`config.mk`:
```
export PLATFORM = sky130hd
export DESIGN_NAME = dfm_seq
export DESIGN_NICKNAME = d
export VERILOG_FILES = /design/src/rtl/dfm_pkg.sv /design/src/rtl/dfm_seq_cnt.sv /design/src/rtl/dfm_seq.sv
export SDC_FILE = /design/constraint.sdc
export NUM_CORES = 1
export LEC_CHECK = 0
export CORE_MARGIN = 2
export CORE_UTILIZATION = 40
export DETAILED_ROUTE_END_ITERATION = 16
export DONT_BUFFER_PORTS = 1
export PLACE_DENSITY_LB_ADDON = 0.1
export SYNTH_ARGS = -nofsm -noshare
export SYNTH_HDL_FRONTEND = slang
export SYNTH_SLANG_ARGS = --single-unit
```
`constraint.sdc`:
```
create_clock -name clk_i -period 2.9 [get_ports clk_i]
set_input_delay 0.58 -clock clk_i [delete_from_list [all_inputs] [get_ports clk_i]]
set_output_delay 0.58 -clock clk_i [all_outputs]
set_load 0.1 [all_outputs]
```
`src/rtl/dfm_pkg.sv`:
```
// Shared types and default timing constants for the frequency-meter measurement sequencer.
package dfm_pkg;

    typedef enum logic [2:0] {
        ST_IDLE = 3'd0,
        ST_ARM  = 3'd1,
        ST_GATE = 3'd2,
        ST_WAIT = 3'd3,
        ST_DONE = 3'd4
    } dfm_state_t;

    typedef struct packed {
        logic [31:0] ref_cnt;
        logic [31:0] sig_cnt;
    } dfm_result_t;

    localparam int DFM_RST_CYCLES = 4;
    localparam int DFM_TIMEOUT    = 1024;

endpackage

```
`src/rtl/dfm_seq_cnt.sv`:
```
// Loadable down-counter with terminal-count flag, shared by the sequencer's timed phases.
module dfm_seq_cnt #(
    parameter int W = 32
) (
    input  logic         clk_i,
    input  logic         rst_i,
    input  logic         load_i,
    input  logic         en_i,
    input  logic [W-1:0] load_val_i,
    output logic         tc_o
);

    logic [W-1:0] cnt_q;

    always_ff @(posedge clk_i) begin
        if (rst_i) begin
            cnt_q <= '0;
        end else if (load_i) begin
            cnt_q <= load_val_i;
        end else if (en_i) begin
            cnt_q <= cnt_q - W'(1);
        end
    end

    // Loaded with length-1, so the phase ends in the cycle the count reads zero.
    assign tc_o = (cnt_q == '0);

endmodule

```
`src/rtl/dfm_seq.sv`:
```
// Measurement sequencer: resets the measure datapath, opens a timed gate, waits for the result
// strobe and holds the result on a valid/ready port.
//
//   state | meaning
//   IDLE  | datapath held in reset, waiting for start
//   ARM   | datapath held in reset for RST_CYCLES
//   GATE  | gate open for the latched gate length
//   WAIT  | gate closed, waiting for result strobe or timeout
//   DONE  | result valid, waiting for handshake
module dfm_seq
    import dfm_pkg::*;
#(
    parameter int GATE_W     = 32,
    parameter int RST_CYCLES = DFM_RST_CYCLES,
    parameter int TIMEOUT    = DFM_TIMEOUT,
    parameter int CNT_W      = 16
) (
    input  logic              clk_i,
    input  logic              rst_i,
    input  logic              start_i,
    input  logic              stop_i,
    input  logic [GATE_W-1:0] cfg_gate_i,
    input  logic              cfg_cont_i,
    output logic              meas_rst_n_o,
    output logic              meas_gate_o,
    input  logic              meas_wr_en_i,
    input  logic [63:0]       meas_wr_data_i,
    output logic              res_valid_o,
    input  logic              res_ready_i,
    output logic [63:0]       res_data_o,
    output logic              busy_o,
    output logic              timeout_o,
    output logic [CNT_W-1:0]  meas_cnt_o
);

    localparam int TW = $clog2(TIMEOUT + 1);
    localparam int CW = (GATE_W > TW) ? GATE_W : TW;

    dfm_state_t        state_q;
    logic [GATE_W-1:0] gate_q;
    logic              cont_q;
    logic              meas_rst_n_q;
    logic              meas_gate_q;
    logic              res_valid_q;
    logic              busy_q;
    logic              timeout_q;
    dfm_result_t       res_data_q;
    logic [CNT_W-1:0]  meas_cnt_q;

    logic              cnt_tc;
    logic              cnt_load;
    logic              cnt_en;
    logic [CW-1:0]     cnt_val;
    logic              start_ok;
    logic              arm_end;
    logic              gate_end;
    logic              rearm;

    // Counter reloads must coincide with the state transitions made below.
    always_comb begin
        start_ok = (state_q == ST_IDLE) && start_i && !stop_i;
        arm_end  = (state_q == ST_ARM)  && cnt_tc && !stop_i;
        gate_end = (state_q == ST_GATE) && cnt_tc && !stop_i;
        rearm    = (state_q == ST_DONE) && res_ready_i && cont_q && !stop_i;
        cnt_en   = (state_q == ST_ARM) || (state_q == ST_GATE) || (state_q == ST_WAIT);
        cnt_load = start_ok || arm_end || gate_end || rearm;
        cnt_val  = CW'(RST_CYCLES - 1);
        if (arm_end) begin
            cnt_val = (gate_q == '0) ? '0 : CW'(gate_q - GATE_W'(1));
        end else if (gate_end) begin
            cnt_val = CW'(TIMEOUT - 1);
        end
    end

    dfm_seq_cnt #(
        .W (CW)
    ) u_cnt (
        .clk_i      (clk_i),
        .rst_i      (rst_i),
        .load_i     (cnt_load),
        .en_i       (cnt_en),
        .load_val_i (cnt_val),
        .tc_o       (cnt_tc)
    );

    always_ff @(posedge clk_i) begin
        if (rst_i) begin
            state_q      <= ST_IDLE;
            gate_q       <= '0;
            cont_q       <= 1'b0;
            meas_rst_n_q <= 1'b0;
            meas_gate_q  <= 1'b0;
            res_valid_q  <= 1'b0;
            busy_q       <= 1'b0;
            timeout_q    <= 1'b0;
            res_data_q   <= '0;
            meas_cnt_q   <= '0;
        end else if (stop_i && (state_q != ST_IDLE)) begin
            state_q      <= ST_IDLE;
            meas_rst_n_q <= 1'b0;
            meas_gate_q  <= 1'b0;
            res_valid_q  <= 1'b0;
            busy_q       <= 1'b0;
        end else begin
            case (state_q)
                ST_IDLE: begin
                    if (start_ok) begin
                        gate_q    <= cfg_gate_i;
                        cont_q    <= cfg_cont_i;
                        timeout_q <= 1'b0;
                        busy_q    <= 1'b1;
                        state_q   <= ST_ARM;
                    end
                end
                ST_ARM: begin
                    if (cnt_tc) begin
                        meas_rst_n_q <= 1'b1;
                        meas_gate_q  <= 1'b1;
                        state_q      <= ST_GATE;
                    end
                end
                ST_GATE: begin
                    if (cnt_tc) begin
                        meas_gate_q <= 1'b0;
                        state_q     <= ST_WAIT;
                    end
                end
                ST_WAIT: begin
                    // A strobe in the expiry cycle still counts as a result.
                    if (meas_wr_en_i) begin
                        res_data_q  <= meas_wr_data_i;
                        res_valid_q <= 1'b1;
                        meas_cnt_q  <= meas_cnt_q + CNT_W'(1);
                        state_q     <= ST_DONE;
                    end else if (cnt_tc) begin
                        timeout_q    <= 1'b1;
                        meas_rst_n_q <= 1'b0;
                        busy_q       <= 1'b0;
                        state_q      <= ST_IDLE;
                    end
                end
                ST_DONE: begin
                    if (res_ready_i) begin
                        res_valid_q  <= 1'b0;
                        meas_rst_n_q <= 1'b0;
                        if (cont_q) begin
                            state_q <= ST_ARM;
                        end else begin
                            busy_q  <= 1'b0;
                            state_q <= ST_IDLE;
                        end
                    end
                end
                default: begin
                    meas_rst_n_q <= 1'b0;
                    meas_gate_q  <= 1'b0;
                    res_valid_q  <= 1'b0;
                    busy_q       <= 1'b0;
                    state_q      <= ST_IDLE;
                end
            endcase
        end
    end

    assign meas_rst_n_o = meas_rst_n_q;
    assign meas_gate_o  = meas_gate_q;
    assign res_valid_o  = res_valid_q;
    assign res_data_o   = res_data_q;
    assign busy_o       = busy_q;
    assign timeout_o    = timeout_q;
    assign meas_cnt_o   = meas_cnt_q;

endmodule

```
* Yosys cells after proc, flatten, opt, wreduce, memory -nomap -nowiden
Index checks and enable logic that the tools add are counted.
Word-level totals: register bits after elaboration 153, bits of input ports 103, logic and storage cells 96
Operators by class: add/sub/neg operators 3, equal/unequal tests 13, muxes and demuxes 28, bitwise logic cells 5, reduce and logical (&&, ||, !) cells 35
Operators by type and width (number):
- 2-to-1 mux 32 bit | 4
- logical NOT 32 bit | 2
- subtractor 32 x 1 -> 32 bit, second input constant | 2
- 2-to-1 mux 3 bit | 6
- adder 16 x 1 -> 16 bit, second input constant | 1
- != test 2 bit, second input constant | 8
- case mux 3 bit (5 select lines) | 1
- AND reduction 5 bit | 3
- AND reduction 3 bit | 4
- 2-to-1 mux 1 bit | 11
- logical AND 1 bit | 10
- 2-to-1 mux 10 bit | 1
- case mux 1 bit (4 select lines) | 2
- equality test 3 x 2 -> 1 bit, second input constant | 2
- case mux 1 bit (3 select lines) | 2
- AND reduction 6 bit | 1
- OR reduction 2 bit | 3
- OR reduction 3 bit | 2
- logical OR 1 bit | 5
- inverter 1 bit | 5
- nonzero test 2 bit | 2
- equality test 3 x 1 -> 1 bit, second input constant | 1
- equality test 3 bit, second input constant | 1
- logical NOT 3 bit | 1
- other kinds (4) | 4

* Longest topological paths before layout
Gate-level depths: netlist of the first run.
word-level depth 7, depth in mapped cells 9

* Hierarchy
From an unflattened synthesis of the first run, not the netlist that was laid out.
Second synthesis, totals: cells, all modules 951, area total of the unflattened synthesis 7265.7 um2
Modules (own cells, without submodules):
- dfm_seq | instances 1, cells each 713, area each 5318.9 um2
- dfm_seq_cnt | instances 1, cells each 238, area each 1946.9 um2

* Least setup slack after synthesis of the first run
Ideal clock, no wire load.
kind reg2reg, from register meas_cnt_q[0] (netlist: meas_cnt_o[0]), to register meas_cnt_q[14] (netlist: meas_cnt_o[14]), library setup time 0.067 ns, data arrival time 2.238 ns, slack 0.595 ns, cell stages (with the launch flop) 7, period minus slack after synthesis 2.305 ns, cells stage by stage dfxtp_1 > ha_1 > nand4_1 > nor3_1 > nand3_1 > xor2_1 > nor2_1
Between the ends: cells in the longest elaborated chain, start to end 1
Ends and longest elaborated chain:
- start, declared | line dfm_seq.sv:48 | logic [CNT_W-1:0] meas_cnt_q;
- start signal, assigned | line dfm_seq.sv:133 | meas_cnt_q <= meas_cnt_q + CNT_W'(1);
- adder 16 x 1 -> 16 bit | line dfm_seq.sv:133
Every way passes these cells. A chain may end at the register's enable or synchronous reset.

* Worst setup path after layout of the first run
from register u_cnt.cnt_q[0], to register u_cnt.cnt_q[9]
Between the ends: cells in the longest elaborated chain, start to end 7
Ends and longest elaborated chain:
- start, declared | line dfm_seq_cnt.sv:13 | logic [W-1:0] cnt_q;
- start signal, assigned | line dfm_seq_cnt.sv:19 | cnt_q <= load_val_i;
- start signal, assigned | line dfm_seq_cnt.sv:21 | cnt_q <= cnt_q - W'(1);
- branches (longest 7 deep; another with subtractor 32 x 1 -> 32 bit)
Parallel ways; which one is timed is not known. The select of a mux whose other input is x is not followed.

==> results of run 1 <==
-- sequential cells by signal, summed over array words and instances (netlist names), 3 cells and up --
register     cells
meas_cnt_o      16
res_data_o      64
u_cnt.cnt_q     32
state_q          3
gate_q          32
-- worst max path at each step --
stage                 endpoint           start  depth (start not counted)  slack (ps)
3_5_place_dp   u_cnt.cnt_q[30]      gate_q[12]                          6         490
5_1_grt        u_cnt.cnt_q[29]  u_cnt.cnt_q[0]                          9         270
3_3_place_gp   u_cnt.cnt_q[30]      gate_q[12]                          6         450
2_1_floorplan   meas_cnt_o[14]   meas_cnt_o[0]                          6         590
6_report        u_cnt.cnt_q[9]  u_cnt.cnt_q[0]                          9         470
4_1_cts        u_cnt.cnt_q[30]      gate_q[12]                          6         470
-- worst max-delay path: cells and delay by family, from the launching register on --
| family | cells | cell delay, ps |
|---|---|---|
| AND/OR/NAND/NOR | 4 | 1180 |
| flip-flops | 1 | 350 |
| buffers and inverters | 2 | 330 |
| AO/OA/AOI/OAI | 2 | 330 |
| adder cells (fa/ha/maj) | 1 | 140 |
-- through the flow --
| step | setup slack [ps] | utilization, % | instances |
|---|---|---|---|
| floorplan | 595 | - | 941 |
| global route | 274 | 46.3 | 1183 |
| CTS | 469 | 46.3 | 1183 |
| global placement | 448 | 43.0 | 1151 |
| finish | 472 | 46.3 | 1183 |
| detailed placement | 486 | 43.0 | 1151 |
-- kinds of logic (layout without fill, tap and decap cells) --
kind of cell / Yosys count / count (layout)
compound gates: 196 / 196
xor+xnor: 48 / 48
fa+ha+maj: 4 / 4
buf+inv: 64 / 77
flops: 153 / 153
mux: 3 / 3
simple gates: 473 / 473
-- cell usage after synthesis (3+ instances only) --
library cell / instances / area [um2]
buf_1: 3 / 11.3
dfxtp_1: 153 / 3060
nand2_1: 228 / 856
o31ai_1: 4 / 30.0
and3_1: 9 / 56.3
nor3_2: 8 / 80.1
o21ai_0: 8 / 40.0
nor3b_1: 3 / 22.5
and4_1: 5 / 43.8
inv_1: 10 / 37.5
or4_1: 3 / 22.5
clkbuf_1: 47 / 176
xor2_1: 35 / 307
nor4_2: 3 / 37.5
a221oi_1: 6 / 52.6
a21o_1: 4 / 30.0
nand2b_1: 9 / 56.3
a32oi_1: 6 / 52.6
a211o_1: 3 / 26.3
a211oi_1: 9 / 67.6
nor2_1: 90 / 338
buf_2: 3 / 15.0
or3_1: 11 / 68.8
ha_1: 4 / 50.1
nand4_1: 9 / 56.3
o21bai_1: 3 / 22.5
a22oi_1: 6 / 45.0
nor4_4: 4 / 85.1
or2_1: 3 / 18.8
a211oi_2: 3 / 37.5
nor3_1: 42 / 210
a21oi_1: 115 / 576
o32a_1: 7 / 70.1
nor4_1: 16 / 100
xnor2_1: 13 / 114
a31oi_1: 7 / 43.8
nand3_1: 15 / 75.1
-- power by group --
group	leakage, nW	total, mW	switching [mW]	internal, mW
logic	1.46	3.50	2.14	1.36
clock network	0.287	2.26	1.03	1.24
registers	1.24	2.65	0.344	2.30
total	2.99	8.42	3.51	4.91
-- layer usage --
metal / vias to the layer above / share of wire [%]
met2: 221 / 44
met5: - / 0
li1: 3279 / -
met1: 3025 / 46
met4: 0 / 1.6
met3: 24 / 7.7
-- layout make-up --
cell class	count	area, um2
inverters	10	37.5
fillers	1815	9670
repair buffers	35	300
multi-input cells	724	4060
clock buffers	17	425
clock inverters	15	179
flip-flops and latches	153	3060
well taps	229	287
==> results.sh, run 1 <==
export IMPL_setup_violations=0
export IMPL_placementRows=49
export IMPL_worst_setup_path_start_kind="register"
export IMPL_yosys_area_share_simple_pct=31.1
export IMPL_die_height_um=140
export IMPL_start_util_pct=40.9
export IMPL_rsz0062_at_grt="false"
export IMPL_synth_compound_area_share_pct=17.1
export IMPL_antenna_found_initial=0
export IMPL_powerDensity_nw_per_um2=1010
export IMPL_r2r_end="u_cnt.cnt_q[9]"
export IMPL_reg2reg_from="u_cnt.cnt_q[0]"
export IMPL_holdWs_ps=268
export IMPL_busiest_layer="met2"
export IMPL_fp_dieW_um=140
export IMPL_hp_start="rst_i"
export IMPL_cp_max_fo=10
export IMPL_reg2reg_depth=9
export IMPL_finalHoldViolCount=0
export IMPL_wl_per_cell_um=17.6
export IMPL_viasPerCell=5.54
export IMPL_drv_slew=0
export IMPL_final_common_cell="nand2_1"
export IMPL_ant_nets=0
export IMPL_core_um2=18000
export IMPL_setup_tns_ps=0
export IMPL_synth_fp_nets=1048
export IMPL_final_cell_mix="nand2_1 (227), dfxtp_1 (153), a21oi_1 (115), nor2_1 (89), nor3_1 (42)"
export IMPL_cts_resized_gates=0
export IMPL_critPathMaxStageDelay_ps=360
export IMPL_synth_top_family_by_area="simple AND/OR/NAND/NOR gates"
export IMPL_wl_um=20800
export IMPL_dieArea_um2=19500
export IMPL_cts_root_buf="clkbuf_16"
export IMPL_port_buffers=0
export IMPL_timing_fmax_ghz=0.412
export IMPL_antenna_cells=0
export IMPL_grt_pass1_wl_um=33500
export IMPL_status="finished, final reports clean"
export IMPL_synth_warnings=0
export IMPL_place_gp_congestion=0.917
export IMPL_synthAdderAreaFrac_pct=0.679
export IMPL_placed_area_um2=7750
export IMPL_worstPathArrival_ps=2760
export IMPL_clk_pin_slew_ps=70
export IMPL_clock_latency_ps=430
export IMPL_syn_instance_count=941
export IMPL_crit_path_end_kind="register"
export IMPL_cp_slowest_cell="nor3_4"
export IMPL_post_dp_hpwl_um=14700
export IMPL_hold_buffers=0
export IMPL_async_reset_ff_share_pct=0
export IMPL_final_layout_size_suffix_gt1_share_pct=10.5
export IMPL_drt_iter0_markers=596
export IMPL_syn_area_um2=7370
export IMPL_seq_area_frac_synth_pct=41.6
export IMPL_first_pass_iters=5
export IMPL_grt_use_met1_pct=28.1
export IMPL_clockBufferDepth=2
export IMPL_grt_max_degree=149
export IMPL_synthXorXnorAreaFrac_pct=5.71
export IMPL_path_cells="inv_1, ha_1, nor4b_1, and4_1, nand4_4, nor3_4, buf_4, a221oi_1, a211oi_1"
export IMPL_finalPower_mw=8.42
export IMPL_yosys_register_bits=153
export IMPL_vdd_drop_max_mv=0.557
export IMPL_yosysUniqueCellTypes=64
export IMPL_path_class="register to register"
export IMPL_ys_flop_type="dfxtp_1"
export IMPL_hold_path_end="u_cnt.cnt_q[12]"
export IMPL_hold_depth=1
export IMPL_rrSetupSlack_ps=470
export IMPL_stdcell_area_um2=8350
export IMPL_areaGrowthSynthToFinish_pct=13.4
export IMPL_post_cts_setup_buffers=0
export IMPL_drc=0
export IMPL_hold_path_class="input port to register"
export IMPL_crit_required_ps=3240
export IMPL_syn_area_per_cell_um2=7.83
export IMPL_min_period_ps=2430
export IMPL_synth_edff_count=0
export IMPL_nets=1048
export IMPL_tightest_slew_ps=1030
export IMPL_fin_skew_ps=15.2
export IMPL_p_leak_nw=2.99
export IMPL_synth_area_mux_share_pct=0.425
export IMPL_via_count=6549
export IMPL_finalCritPeriodShare_pct=83.7
export IMPL_cts_sinks=153
export IMPL_overflow=0
export IMPL_cts_buffers=17
export IMPL_tritoncts="done"
export IMPL_ios=188
export IMPL_slew_limit_headroom_pct=31.4
export IMPL_grt_util_met3_pct=6.06
export IMPL_grtUsageMet2_pct=32.7
export IMPL_htree_levels=4
export IMPL_max_cap_viol_count=0
export IMPL_grtUsageTotal_pct=21.0
export IMPL_grt_pass1_vias=6291
Power figures use the tool's default switching activity.
==> inputs of run 2 (changes only) <==
Settings changed: ABC_AREA set to 1.
Clock period 2.9 ns to 2.4 ns, I/O delays scaled along.
==> results.sh, run 2 <==
export IMPL_cp_max_fo=19
export IMPL_status="finished, final reports clean"
export IMPL_viasPerCell=4.91
export IMPL_die_height_um=145
export IMPL_cts_root_buf="clkbuf_16"
export IMPL_syn_area_um2=7920
export IMPL_finalHoldViolCount=0
export IMPL_overflow=0
export IMPL_clk_pin_slew_ps=70
export IMPL_post_cts_setup_buffers=0
export IMPL_placed_cells=1504
export IMPL_netlist_area_leader_share_pct=38.7
export IMPL_synth_edff_count=0
export IMPL_slew_limit_headroom_pct=52.6
export IMPL_yosys_register_bits=153
export IMPL_tritoncts="done"
export IMPL_placed_area_um2=8790
export IMPL_p_sw_mw=5.14
export IMPL_synth_fp_nets=1294
export IMPL_worst_setup_path_start_kind="register"
export IMPL_max_cap_viol_count=0
export IMPL_ys_top_cells_by_area="dfxtp_1 (39%), nor2_1 (17%), nand2_1 (9.1%), o21ai_0 (8.3%), inv_1 (3.0%)"
export IMPL_holdWs_ps=124
export IMPL_p_seq_share_pct=30.0
export IMPL_path_class="register to register"
export IMPL_place_gp_congestion=0.918
export IMPL_powerDensity_nw_per_um2=1210
export IMPL_preCtsSetupSlack_ps=255
export IMPL_htree_levels=4
export IMPL_final_layout_size_suffix_gt1_share_pct=13.7
export IMPL_grt_max_degree=66
export IMPL_syn_instance_count=1187
export IMPL_min_period_ps=2180
export IMPL_start_util_pct=40.7
export IMPL_setup_violations=0
export IMPL_placementRows=51
export IMPL_dieArea_um2=20900
export IMPL_cts_resized_gates=0
export IMPL_crit_required_ps=2720
export IMPL_rsz0062_at_grt="false"
export IMPL_cts_sinks=153
export IMPL_final_cell_mix="nor2_1 (365), nand2_1 (191), dfxtp_1 (153), o21ai_0 (131), buf_4 (96)"
export IMPL_vdd_drop_max_mv=0.628
export IMPL_grt_pass1_wl_um=36800
export IMPL_worst_slack_ps=224
export IMPL_yosysUniqueCellTypes=39
export IMPL_stdcell_area_um2=9380
export IMPL_stdcell_count=1537
export IMPL_grtUsageTotal_pct=22.5
export IMPL_crit_path_end_kind="register"
export IMPL_seq_area_frac_synth_pct=38.7
export IMPL_drv_slew=0
export IMPL_finalCritPeriodShare_pct=90.7
export IMPL_nets=1365
export IMPL_antenna_found_initial=6
export IMPL_syn_area_per_cell_um2=6.67
export IMPL_finalPower_mw=11.3
export IMPL_fin_skew_ps=8.45
export IMPL_combPwrFrac_pct=46.0
export IMPL_drt_iter0_markers=416
export IMPL_synth_warnings=0
export IMPL_core_um2=19500
export IMPL_setup_tns_ps=0
export IMPL_fin_util_pct=48.2
export IMPL_tightest_slew_ps=710
export IMPL_worstPathArrival_ps=2490
export IMPL_cts_buffers=17
export IMPL_synth_commonest_cells="nor2_1 (365), nand2_1 (192), dfxtp_1 (153)"
export IMPL_ant_nets=0
export IMPL_synth_top_area_cell="dfxtp_1"
export IMPL_drc=0
export IMPL_swShare_pct=45.4
export IMPL_p_leak_nw=4.13
export IMPL_fp_dieW_um=145
export IMPL_post_dp_hpwl_um=17400
export IMPL_wl_per_cell_um=14.9
export IMPL_final_common_cell="nor2_1"
export IMPL_ys_flop_type="dfxtp_1"
export IMPL_areaGrowthSynthToFinish_pct=18.5
export IMPL_via_count=7552
export IMPL_timing_fmax_ghz=0.460
export IMPL_hold_buffers=0
export IMPL_largest_reg_flops=64
export IMPL_p_int_mw=6.19
export IMPL_port_buffers=0
export IMPL_grt_pass1_vias=7208
export IMPL_ios=188
export IMPL_async_reset_ff_share_pct=0
export IMPL_first_pass_iters=5
export IMPL_clockBufferDepth=2
export IMPL_hold_path_class="input port to register"
export IMPL_wl_um=23000
export IMPL_clock_latency_ps=420
export IMPL_yosysMostFrequentCell="nor2_1"
export IMPL_pwr_share_clk_pct=24.0
==> run 2: cell types whose count changed after synthesis, sizes merged, moves of 14 or more <==
| cell | delta |
|---|---|
| nor4 | -22 |
| a21oi | -67 |
| buf | +14 |
| nand3 | +27 |
| nor2 | +288 |
| inv | +58 |
| o21ai | +141 |
| nor3 | -32 |
| clkbuf | -20 |
| nand2 | -31 |
==> run 2: power groups by stage <==
| stage | Sequential [mW] | Combinational (mW) | Clock (mW) |
|---|---|---|---|
| 2_1_floorplan | 3.76 | 3.69 | 0 |
| 3_3_place_gp | 3.44 | 5.16 | 0 |
| 3_5_place_dp | 3.44 | 5.16 | 0 |
| 4_1_cts | 3.39 | 5.19 | 2.78 |
| 5_1_grt | 3.46 | 5.86 | 2.90 |
| 6_report | 3.40 | 5.21 | 2.72 |
==> run 2: worst paths after layout <==
path | slack (ps) | depth (start not counted) | to | from
worst max-delay path | 220 | 14 | u_cnt.cnt_q[29] | u_cnt.cnt_q[0]
worst min-delay path | 120 | 1 | meas_cnt_o[10] | rst_i
worst max register to register | 220 | 14 | u_cnt.cnt_q[29] | u_cnt.cnt_q[0]
worst min register to register | 470 | 2 | meas_gate_o | meas_gate_o
==> run 2: logic make-up after synthesis <==
family                     count (synthesis)  share of synthesized area, %
and+or+nand+nor                          664                          35.7
adders and majority gates                  4                         0.632
xor gates and xnor gates                  46                          5.09
DFF                                      153                          38.7
AOI/OAI and AO/OA                        204                          13.3
buffers and inverters                    116                          6.57
==> run 2: critical path: stages, from the launching register on <==
cell and delay (ps):
dfxtp_1 330, inv_1 120, ha_1 180, inv_1 50, nor2_1 90, nand2_1 60, nor2_1 110, nand2_2 100
nor2_8 170, nand3_4 200, nand3_2 150, buf_4 260, nand2_1 90, a21oi_1 120, nor2_1 50
==> run 2: area by class of cell <==
class	instances	area [um2]
timing repair buffer	100	801
multi-input combinational	918	4340
tap	265	332
clock buffer	17	425
inverter	68	256
sequential	153	3060
fill	2014	10100
clock inverter	14	163
antenna	2	5.00
==> run 2: per-layer routing <==
| layer | track usage (%) | up-vias | share of wire [%] |
|---|---|---|---|
| met5 | 0 | - | 0.16 |
| li1 | - | 3945 | - |
| met1 | 28.8 | 3353 | 45 |
| met3 | 8.16 | 31 | 8.2 |
| met4 | 6.23 | 6 | 1.6 |
| met2 | 35.8 | 217 | 45 |
